File: config.mk
export PLATFORM = sky130hd
export DESIGN_NAME = systolic_ctrl
export DESIGN_NICKNAME = d
export VERILOG_FILES = /design/src/rtl/systolic_ctrl.sv
export SDC_FILE = /design/constraint.sdc
export NUM_CORES = 1
export LEC_CHECK = 0
export CORE_ASPECT_RATIO = 0.9
export CORE_MARGIN = 2
export CORE_UTILIZATION = 49
export CTS_BUF_LIST = sky130_fd_sc_hd__clkbuf_4
export CTS_CLUSTER_SIZE = 16
export DETAILED_ROUTE_END_ITERATION = 12
export GPL_TIMING_DRIVEN = 0
export HOLD_SLACK_MARGIN = 0.1
export PLACE_DENSITY = 0.71
export SLEW_MARGIN = 30
export SYNTH_ARGS = -nofsm -noshare
export SYNTH_HDL_FRONTEND = slang
export SYNTH_SLANG_ARGS = --single-unit
File: constraint.sdc
create_clock -name clock -period 5.9 [get_ports clock]
set_clock_uncertainty 0.05 [all_clocks]
set_input_delay 1.475 -clock clock [delete_from_list [all_inputs] [get_ports clock]]
set_output_delay 1.475 -clock clock [all_outputs]
set_load 0.005 [all_outputs]
File: src/rtl/systolic_ctrl.sv
// systolic_ctrl
//
// Sequencing controller for a 3x3 output-stationary systolic array of
// binary16 PEs. Operand matrices A and B are loaded through a write port
// while idle. A run clears the array accumulators, streams skewed A rows into
// the left edge and B columns into the top edge, drains the pipeline and
// captures the nine PE results into a readable buffer. The controller does no
// arithmetic: every element passes through bit-exact.
//
// Ports
//   clock    : rising-edge clock
//   reset    : synchronous, active-high
//   start    : run request, honoured only while idle
//   wr_en    : operand write strobe (idle only, wr_addr 0..8)
//   wr_sel   : 0 = matrix A, 1 = matrix B
//   wr_addr  : row-major element index (3*row + col)
//   wr_data  : element value
//   rd_addr  : row-major result index
//   rd_data  : result buffer element, combinational, 0 for rd_addr > 8
//   a_row    : left-edge operands, slice i drives array row i
//   b_col    : top-edge operands, slice j drives array column j
//   acc_clr  : array forces the PE accumulate input to zero while high
//   res_in   : PE outputs, slice 3*i+j is PE(i,j)
//   busy     : high while a run is in progress
//   done     : one-cycle pulse, result buffer freshly captured
module systolic_ctrl #(
  parameter int W = 16
) (
  input  logic           clock,
  input  logic           reset,
  input  logic           start,
  input  logic           wr_en,
  input  logic           wr_sel,
  input  logic [3:0]     wr_addr,
  input  logic [W-1:0]   wr_data,
  input  logic [3:0]     rd_addr,
  output logic [W-1:0]   rd_data,
  output logic [3*W-1:0] a_row,
  output logic [3*W-1:0] b_col,
  output logic           acc_clr,
  input  logic [9*W-1:0] res_in,
  output logic           busy,
  output logic           done
);

  typedef enum logic [2:0] {
    S_IDLE    = 3'd0,
    S_CLEAR   = 3'd1,
    S_FEED    = 3'd2,
    S_DRAIN   = 3'd3,
    S_CAPTURE = 3'd4
  } state_t;

  // Last value of t in each timed state. FEED counts 0..4 and DRAIN
  // carries on from 5 to 6, so one counter covers both.
  localparam logic [2:0] T_CLEAR_LAST = 3'd2;
  localparam logic [2:0] T_FEED_LAST  = 3'd4;
  localparam logic [2:0] T_DRAIN_LAST = 3'd6;

  state_t     state;
  state_t     state_nxt;
  logic [2:0] t;
  logic [2:0] t_nxt;

  logic [W-1:0] mat_a   [9];
  logic [W-1:0] mat_b   [9];
  logic [W-1:0] res_buf [9];

  // Next-cycle values of the registered edge/status outputs.
  logic [3*W-1:0] a_row_nxt;
  logic [3*W-1:0] b_col_nxt;
  logic           acc_clr_nxt;
  logic           busy_nxt;
  logic           done_nxt;

  logic           wr_ok;

  // ---------------------------------------------------------------------
  // State register
  // ---------------------------------------------------------------------
  always_ff @(posedge clock) begin
    if (reset) begin
      state <= S_IDLE;
      t     <= '0;
    end else begin
      state <= state_nxt;
      t     <= t_nxt;
    end
  end

  // ---------------------------------------------------------------------
  // Next-state logic
  // ---------------------------------------------------------------------
  always_comb begin
    state_nxt = state;
    t_nxt     = t;
    case (state)
      S_IDLE: begin
        t_nxt = '0;
        if (start) begin
          state_nxt = S_CLEAR;
        end
      end
      S_CLEAR: begin
        if (t == T_CLEAR_LAST) begin
          state_nxt = S_FEED;
          t_nxt     = '0;
        end else begin
          t_nxt = t + 3'd1;
        end
      end
      S_FEED: begin
        // Falls straight into DRAIN with t=5.
        if (t == T_FEED_LAST) begin
          state_nxt = S_DRAIN;
        end
        t_nxt = t + 3'd1;
      end
      S_DRAIN: begin
        if (t == T_DRAIN_LAST) begin
          state_nxt = S_CAPTURE;
          t_nxt     = '0;
        end else begin
          t_nxt = t + 3'd1;
        end
      end
      S_CAPTURE: begin
        state_nxt = S_IDLE;
        t_nxt     = '0;
      end
      default: begin
        state_nxt = S_IDLE;
        t_nxt     = '0;
      end
    endcase
  end

  // ---------------------------------------------------------------------
  // Output logic: decoded from the upcoming state so the registered edges
  // line up with the state they belong to.
  // ---------------------------------------------------------------------
  always_comb begin
    a_row_nxt   = '0;
    b_col_nxt   = '0;
    acc_clr_nxt = (state_nxt == S_CLEAR);
    busy_nxt    = (state_nxt != S_IDLE);
    done_nxt    = (state == S_CAPTURE);
    if (state_nxt == S_FEED) begin
      // Skewed injection: row i lags by i cycles, so at step t it carries
      // A[i][t-i] (flat index 3i + t - i = 2i + t). Column j likewise
      // carries B[t-j][j] (flat index 3(t-j) + j = 3t - 2j).
      for (int i = 0; i < 3; i++) begin
        if ((int'(t_nxt) >= i) && (int'(t_nxt) - i <= 2)) begin
          a_row_nxt[i*W +: W] = mat_a[4'(2*i + int'(t_nxt))];
        end
      end
      for (int j = 0; j < 3; j++) begin
        if ((int'(t_nxt) >= j) && (int'(t_nxt) - j <= 2)) begin
          b_col_nxt[j*W +: W] = mat_b[4'(3*int'(t_nxt) - 2*j)];
        end
      end
    end
  end

  // ---------------------------------------------------------------------
  // Registered outputs
  // ---------------------------------------------------------------------
  always_ff @(posedge clock) begin
    if (reset) begin
      a_row   <= '0;
      b_col   <= '0;
      acc_clr <= 1'b0;
      busy    <= 1'b0;
      done    <= 1'b0;
    end else begin
      a_row   <= a_row_nxt;
      b_col   <= b_col_nxt;
      acc_clr <= acc_clr_nxt;
      busy    <= busy_nxt;
      done    <= done_nxt;
    end
  end

  // ---------------------------------------------------------------------
  // Operand storage. A write coinciding with start still commits, because
  // the matrices are first read when FEED begins three cycles later.
  // ---------------------------------------------------------------------
  assign wr_ok = wr_en && (state == S_IDLE) && (wr_addr <= 4'd8);

  always_ff @(posedge clock) begin
    if (reset) begin
      for (int k = 0; k < 9; k++) begin
        mat_a[k] <= '0;
        mat_b[k] <= '0;
      end
    end else if (wr_ok) begin
      if (wr_sel) begin
        mat_b[wr_addr] <= wr_data;
      end else begin
        mat_a[wr_addr] <= wr_data;
      end
    end
  end

  // ---------------------------------------------------------------------
  // Result buffer: loaded on the edge that ends CAPTURE, held otherwise.
  // ---------------------------------------------------------------------
  always_ff @(posedge clock) begin
    if (reset) begin
      for (int k = 0; k < 9; k++) begin
        res_buf[k] <= '0;
      end
    end else if (state == S_CAPTURE) begin
      for (int k = 0; k < 9; k++) begin
        res_buf[k] <= res_in[k*W +: W];
      end
    end
  end

  assign rd_data = (rd_addr <= 4'd8) ? res_buf[rd_addr] : '0;

endmodule

==> impl_metrics.prom <==
# TYPE chip_impl_metric gauge
chip_impl_metric{name="grt_start_max_net_pins",unit=""} 54
chip_impl_metric{name="clock_sinks",unit=""} 761
chip_impl_metric{name="wirelength",unit="microns"} 123000
chip_impl_info{name="synth.top_cells.by_area",value="sky130_fd_sc_hd__edfxtp_1, sky130_fd_sc_hd__mux4_2, sky130_fd_sc_hd__and2_1, sky130_fd_sc_hd__dfxtp_1, sky130_fd_sc_hd__mux2i_1"} 1
chip_impl_metric{name="place_congestion",unit=""} 1.01
chip_impl_metric{name="grt_use_total",unit=""} 0.325
chip_impl_metric{name="synth.distinct_cells",unit=""} 61
chip_impl_metric{name="dpl_cell_area",unit="sq um"} 40900
chip_impl_metric{name="initial_utilization",unit=""} 0.494
chip_impl_info{name="rsz0062_at_grt",value="false"} 1
chip_impl_info{name="main_flop_type_after_synthesis",value="sky130_fd_sc_hd__edfxtp_1"} 1
chip_impl_metric{name="gr-usage-met2",unit=""} 0.490
chip_impl_metric{name="num-nets-final",unit=""} 3479
chip_impl_metric{name="final_cell_count_no_fill",unit=""} 4425
chip_impl_metric{name="placed_cells_incl_taps",unit=""} 4056
chip_impl_metric{name="setup.reg_to_reg.worst_slack",unit="ns"} -0.05
chip_impl_metric{name="drcViolationCount",unit=""} 0
chip_impl_metric{name="setup_slack",unit="ns"} -0.0516
chip_impl_metric{name="mappedNetlistArea",unit="sq um"} 35900
chip_impl_metric{name="clkTransAtPathRegs",unit="ns"} 0.08
chip_impl_info{name="critical_path_class",value="flip-flop to flip-flop"} 1
chip_impl_metric{name="ant_nets",unit=""} 0
chip_impl_metric{name="vdd_drop_max",unit="uV"} 176
chip_impl_metric{name="ys_seq_area_frac",unit=""} 0.607
chip_impl_metric{name="synthesis.instances",unit=""} 2585
chip_impl_metric{name="powerDensity",unit="nW/um^2"} 288
chip_impl_metric{name="synth_register_bits",unit=""} 761
chip_impl_metric{name="fill_cells",unit=""} 5821
chip_impl_info{name="cpMaxStageDelayCell",value="sky130_fd_sc_hd__nor3_4"} 1
chip_impl_metric{name="vias_per_cell",unit=""} 6.06
chip_impl_info{name="critPathLaunchType",value="flip-flop"} 1
chip_impl_metric{name="grtUsageMet1",unit=""} 0.441
chip_impl_metric{name="layout-drive-gt1-share",unit=""} 0.184
chip_impl_metric{name="leakage",unit="nW"} 16.1
chip_impl_metric{name="port_buffers",unit=""} 284
chip_impl_info{name="grt_most_used_layer",value="met2"} 1
chip_impl_metric{name="ios",unit=""} 288
chip_impl_metric{name="grt_pass1_vias",unit=""} 26700
chip_impl_metric{name="post_synth_edffs",unit=""} 656
chip_impl_metric{name="overflow",unit=""} 0
chip_impl_info{name="cp_cell_sequence",value="clkbuf_1 -> inv_2 -> clkbuf_4 -> ha_1 -> nand2b_1 -> a21oi_2 -> nor3_4 -> inv_1 -> clkbuf_2 -> clkdlybuf4s15_2 -> ha_1 -> or2_2 -> buf_1 -> clkbuf_1 -> a211o_1 -> a41oi_1"} 1
chip_impl_metric{name="cap_violations",unit=""} 0
chip_impl_metric{name="maxClockFrequency",unit="MHz"} 168
chip_impl_metric{name="final-setup-viol-count",unit=""} 3
chip_impl_metric{name="global_route.usage.met3",unit=""} 0.0998
chip_impl_metric{name="die_area",unit="sq um"} 75500
chip_impl_metric{name="synth_top_area_frac",unit=""} 0.548
chip_impl_info{name="netlist.top_cell.by_area",value="sky130_fd_sc_hd__edfxtp_1"} 1
chip_impl_info{name="layout.cells.most_common_list",value="sky130_fd_sc_hd__edfxtp_1, sky130_fd_sc_hd__and2_1, sky130_fd_sc_hd__clkbuf_4"} 1
chip_impl_metric{name="detailedRoute.firstPassIterationCount",unit=""} 6
chip_impl_metric{name="routed_via_count",unit=""} 26800
chip_impl_metric{name="cp_slowest_stage_delay",unit="ns"} 0.57
chip_impl_metric{name="detailedRoute.firstIterationViolations",unit=""} 3430
chip_impl_metric{name="post-cts-setup-buffers",unit=""} 0
chip_impl_metric{name="post-route-period-util",unit=""} 1.01
chip_impl_metric{name="postLayoutCellArea",unit="sq um"} 43600
chip_impl_info{name="clock_tree.root_cell",value="sky130_fd_sc_hd__clkbuf_4"} 1
chip_impl_metric{name="die_w",unit="microns"} 289
chip_impl_metric{name="layout-area-overhead-vs-synth",unit="%"} 21.4
chip_impl_metric{name="crit_arrival",unit="ns"} 6.81
chip_impl_metric{name="clock_tree.htree_level_count",unit=""} 4
chip_impl_metric{name="tritoncts_buffers",unit=""} 196
chip_impl_info{name="failing_checks",value="negative setup slack"} 1
chip_impl_info{name="outcome",value="finished, violations left"} 1
chip_impl_info{name="hold_path.class",value="flip-flop to flip-flop"} 1
chip_impl_metric{name="slew_viol_final",unit=""} 0
chip_impl_metric{name="core_region_area",unit="sq um"} 72800
chip_impl_metric{name="antenna_found_initial",unit=""} 10
chip_impl_metric{name="maxSlewHeadroom",unit=""} 0.305
chip_impl_info{name="tritoncts",value="built"} 1
chip_impl_metric{name="synth_area_per_cell",unit="sq um"} 13.9
chip_impl_metric{name="grt_pass1_wl",unit="microns"} 175000
chip_impl_metric{name="clock_tree.buffer_depth",unit=""} 3
chip_impl_metric{name="hold_viol",unit=""} 0
chip_impl_metric{name="core.rowCount",unit=""} 94
chip_impl_metric{name="synth_async_sr_flop_share",unit=""} 0
chip_impl_metric{name="average_routed_wire_per_standard_cell",unit="microns"} 27.9
chip_impl_metric{name="worst_skew_pair.late_latency",unit="ns"} 1.13
chip_impl_metric{name="synth_warnings",unit=""} 0
chip_impl_metric{name="detailedPlacementHpwl",unit="microns"} 89000
chip_impl_metric{name="final.min_clock_period",unit="ns"} 5.95
chip_impl_metric{name="chipHeight",unit="microns"} 261
chip_impl_info{name="layout_commonest_cell",value="sky130_fd_sc_hd__edfxtp_1"} 1
chip_impl_metric{name="worst-slew-pin-transition",unit="ns"} 1.03
chip_impl_info{name="crit_path_end_kind",value="flip-flop"} 1
chip_impl_metric{name="totalNegativeSetupSlack",unit="ns"} -0.115
chip_impl_metric{name="worst_ep_required_time",unit="ns"} 6.76
chip_impl_metric{name="critical_path.max_fanout",unit=""} 15
## repair_timing
item | 4_1_cts | 5_1_grt
setup endpoints to repair | 74 | 54
hold buffers | 0 | 0
gates resized for setup | 25 | 25
## critical path, delay by kind of cell, from the launching register on
kind            cells  cell delay (ns)
flops               1             0.34
buf+inv             8             2.29
simple gates        3             1.09
fa+ha+maj           2             0.85
compound gates      3             1.13
## per-layer routing
metal,part of all wire,vias to the layer above
li1,-,11300
met1,0.38,13300
met2,0.45,1957
met3,0.14,302
met4,0.033,8
met5,0.00037,-
## synthesized netlist by cell type (2+ instances only)
| cell | count |
|---|---|
| sky130_fd_sc_hd__o21a_1 | 2 |
| sky130_fd_sc_hd__dfxtp_1 | 105 |
| sky130_fd_sc_hd__a21o_1 | 4 |
| sky130_fd_sc_hd__a221o_1 | 18 |
| sky130_fd_sc_hd__mux2i_1 | 164 |
| sky130_fd_sc_hd__edfxtp_1 | 656 |
| sky130_fd_sc_hd__or2_2 | 18 |
| sky130_fd_sc_hd__a2bb2oi_1 | 37 |
| sky130_fd_sc_hd__nor3_1 | 18 |
| sky130_fd_sc_hd__a41oi_1 | 16 |
| sky130_fd_sc_hd__a31oi_1 | 10 |
| sky130_fd_sc_hd__a21oi_1 | 84 |
| sky130_fd_sc_hd__a211oi_1 | 56 |
| sky130_fd_sc_hd__nand3b_1 | 2 |
| sky130_fd_sc_hd__or2_1 | 3 |
| sky130_fd_sc_hd__fa_1 | 2 |
| sky130_fd_sc_hd__a22oi_1 | 7 |
| sky130_fd_sc_hd__buf_6 | 2 |
| sky130_fd_sc_hd__clkbuf_1 | 145 |
| sky130_fd_sc_hd__nor2b_1 | 2 |
| sky130_fd_sc_hd__o22ai_1 | 82 |
| sky130_fd_sc_hd__o21ai_0 | 90 |
| sky130_fd_sc_hd__o211ai_1 | 14 |
| sky130_fd_sc_hd__and3_1 | 34 |
| sky130_fd_sc_hd__buf_2 | 38 |
| sky130_fd_sc_hd__a211o_1 | 9 |
| sky130_fd_sc_hd__buf_4 | 14 |
| sky130_fd_sc_hd__mux4_2 | 162 |
| sky130_fd_sc_hd__inv_1 | 32 |
| sky130_fd_sc_hd__nand3_1 | 76 |
| sky130_fd_sc_hd__nor2_1 | 43 |
| sky130_fd_sc_hd__o211a_1 | 7 |
| sky130_fd_sc_hd__buf_1 | 20 |
| sky130_fd_sc_hd__a311o_1 | 33 |
| sky130_fd_sc_hd__nand2_1 | 107 |
| sky130_fd_sc_hd__xnor2_1 | 3 |
| sky130_fd_sc_hd__mux2_2 | 9 |
| sky130_fd_sc_hd__ha_1 | 14 |
| sky130_fd_sc_hd__nand2b_1 | 6 |
| sky130_fd_sc_hd__a31o_2 | 2 |
| sky130_fd_sc_hd__and2_1 | 418 |
| sky130_fd_sc_hd__clkinv_1 | 2 |
## registers in the layout, summed over array words and instances (netlist names)
signal	cells
mat_a	256
mat_b	256
res_buf	144
a_row	48
b_col	48
state	3
t	3
acc_clr	1
busy	1
done	1
## logic make-up after synthesis
kind of cell | after synthesis | synth area share
other | 1 | 0.000104
AO/OA/AOI/OAI | 476 | 0.0911
flip-flops | 761 | 0.607
adder cells (fa/ha/maj) | 16 | 0.00599
XOR/XNOR | 4 | 0.000975
buffers and inverters | 255 | 0.0299
AND/OR/NAND/NOR | 737 | 0.115
multiplexers | 335 | 0.150
## metrics by stage
stage / utilization / hold WS [ns] / setup slack [ns] / total power, mW
CTS: 0.599 / 0.661 / -0.0351 / 12.6
floorplan: - / 0.541 / 0.713 / 7.21
global placement: 0.561 / 0.600 / -1.62 / 7.86
detailed placement: 0.562 / 0.610 / -1.58 / 7.90
global route: 0.599 / 0.691 / 0.0148 / 13.0
finish: 0.599 / 0.663 / -0.0516 / 12.6
## layout make-up
cell class / instances / area (sq um) / area share
multi-input cells: 1792 / 14000 / 0.321
diodes: 9 / 22.5 / 0.000516
repair buffers: 288 / 2850 / 0.0654
inverters: 35 / 131 / 0.00301
well taps: 960 / 1200 / 0.0275
clock inverters: 54 / 303 / 0.00694
plain buffers: 216 / 998 / 0.0229
flip-flops and latches: 761 / 21800 / 0.500
clock buffers: 310 / 2330 / 0.0533
## final timing paths
check	from	end	cells after the start
max reg2reg	t[0]$_SDFF_PP0_	a_row[22]$_SDFF_PP0_	16
min	mat_a[1][6]$_SDFFCE_PN0P_	a_row[6]$_SDFF_PP0_	3
min reg2reg	mat_a[1][6]$_SDFFCE_PN0P_	a_row[6]$_SDFF_PP0_	3
max	t[0]$_SDFF_PP0_	a_row[22]$_SDFF_PP0_	16
## report_power, final
group,internal [mW],switching (mW),total [mW]
Sequential,6.08,0.114,6.20
Combinational,0.662,0.991,1.65
Clock,2.41,2.32,4.73
Total,9.16,3.42,12.6
Note: power is estimated with default switching activity, not from simulation.
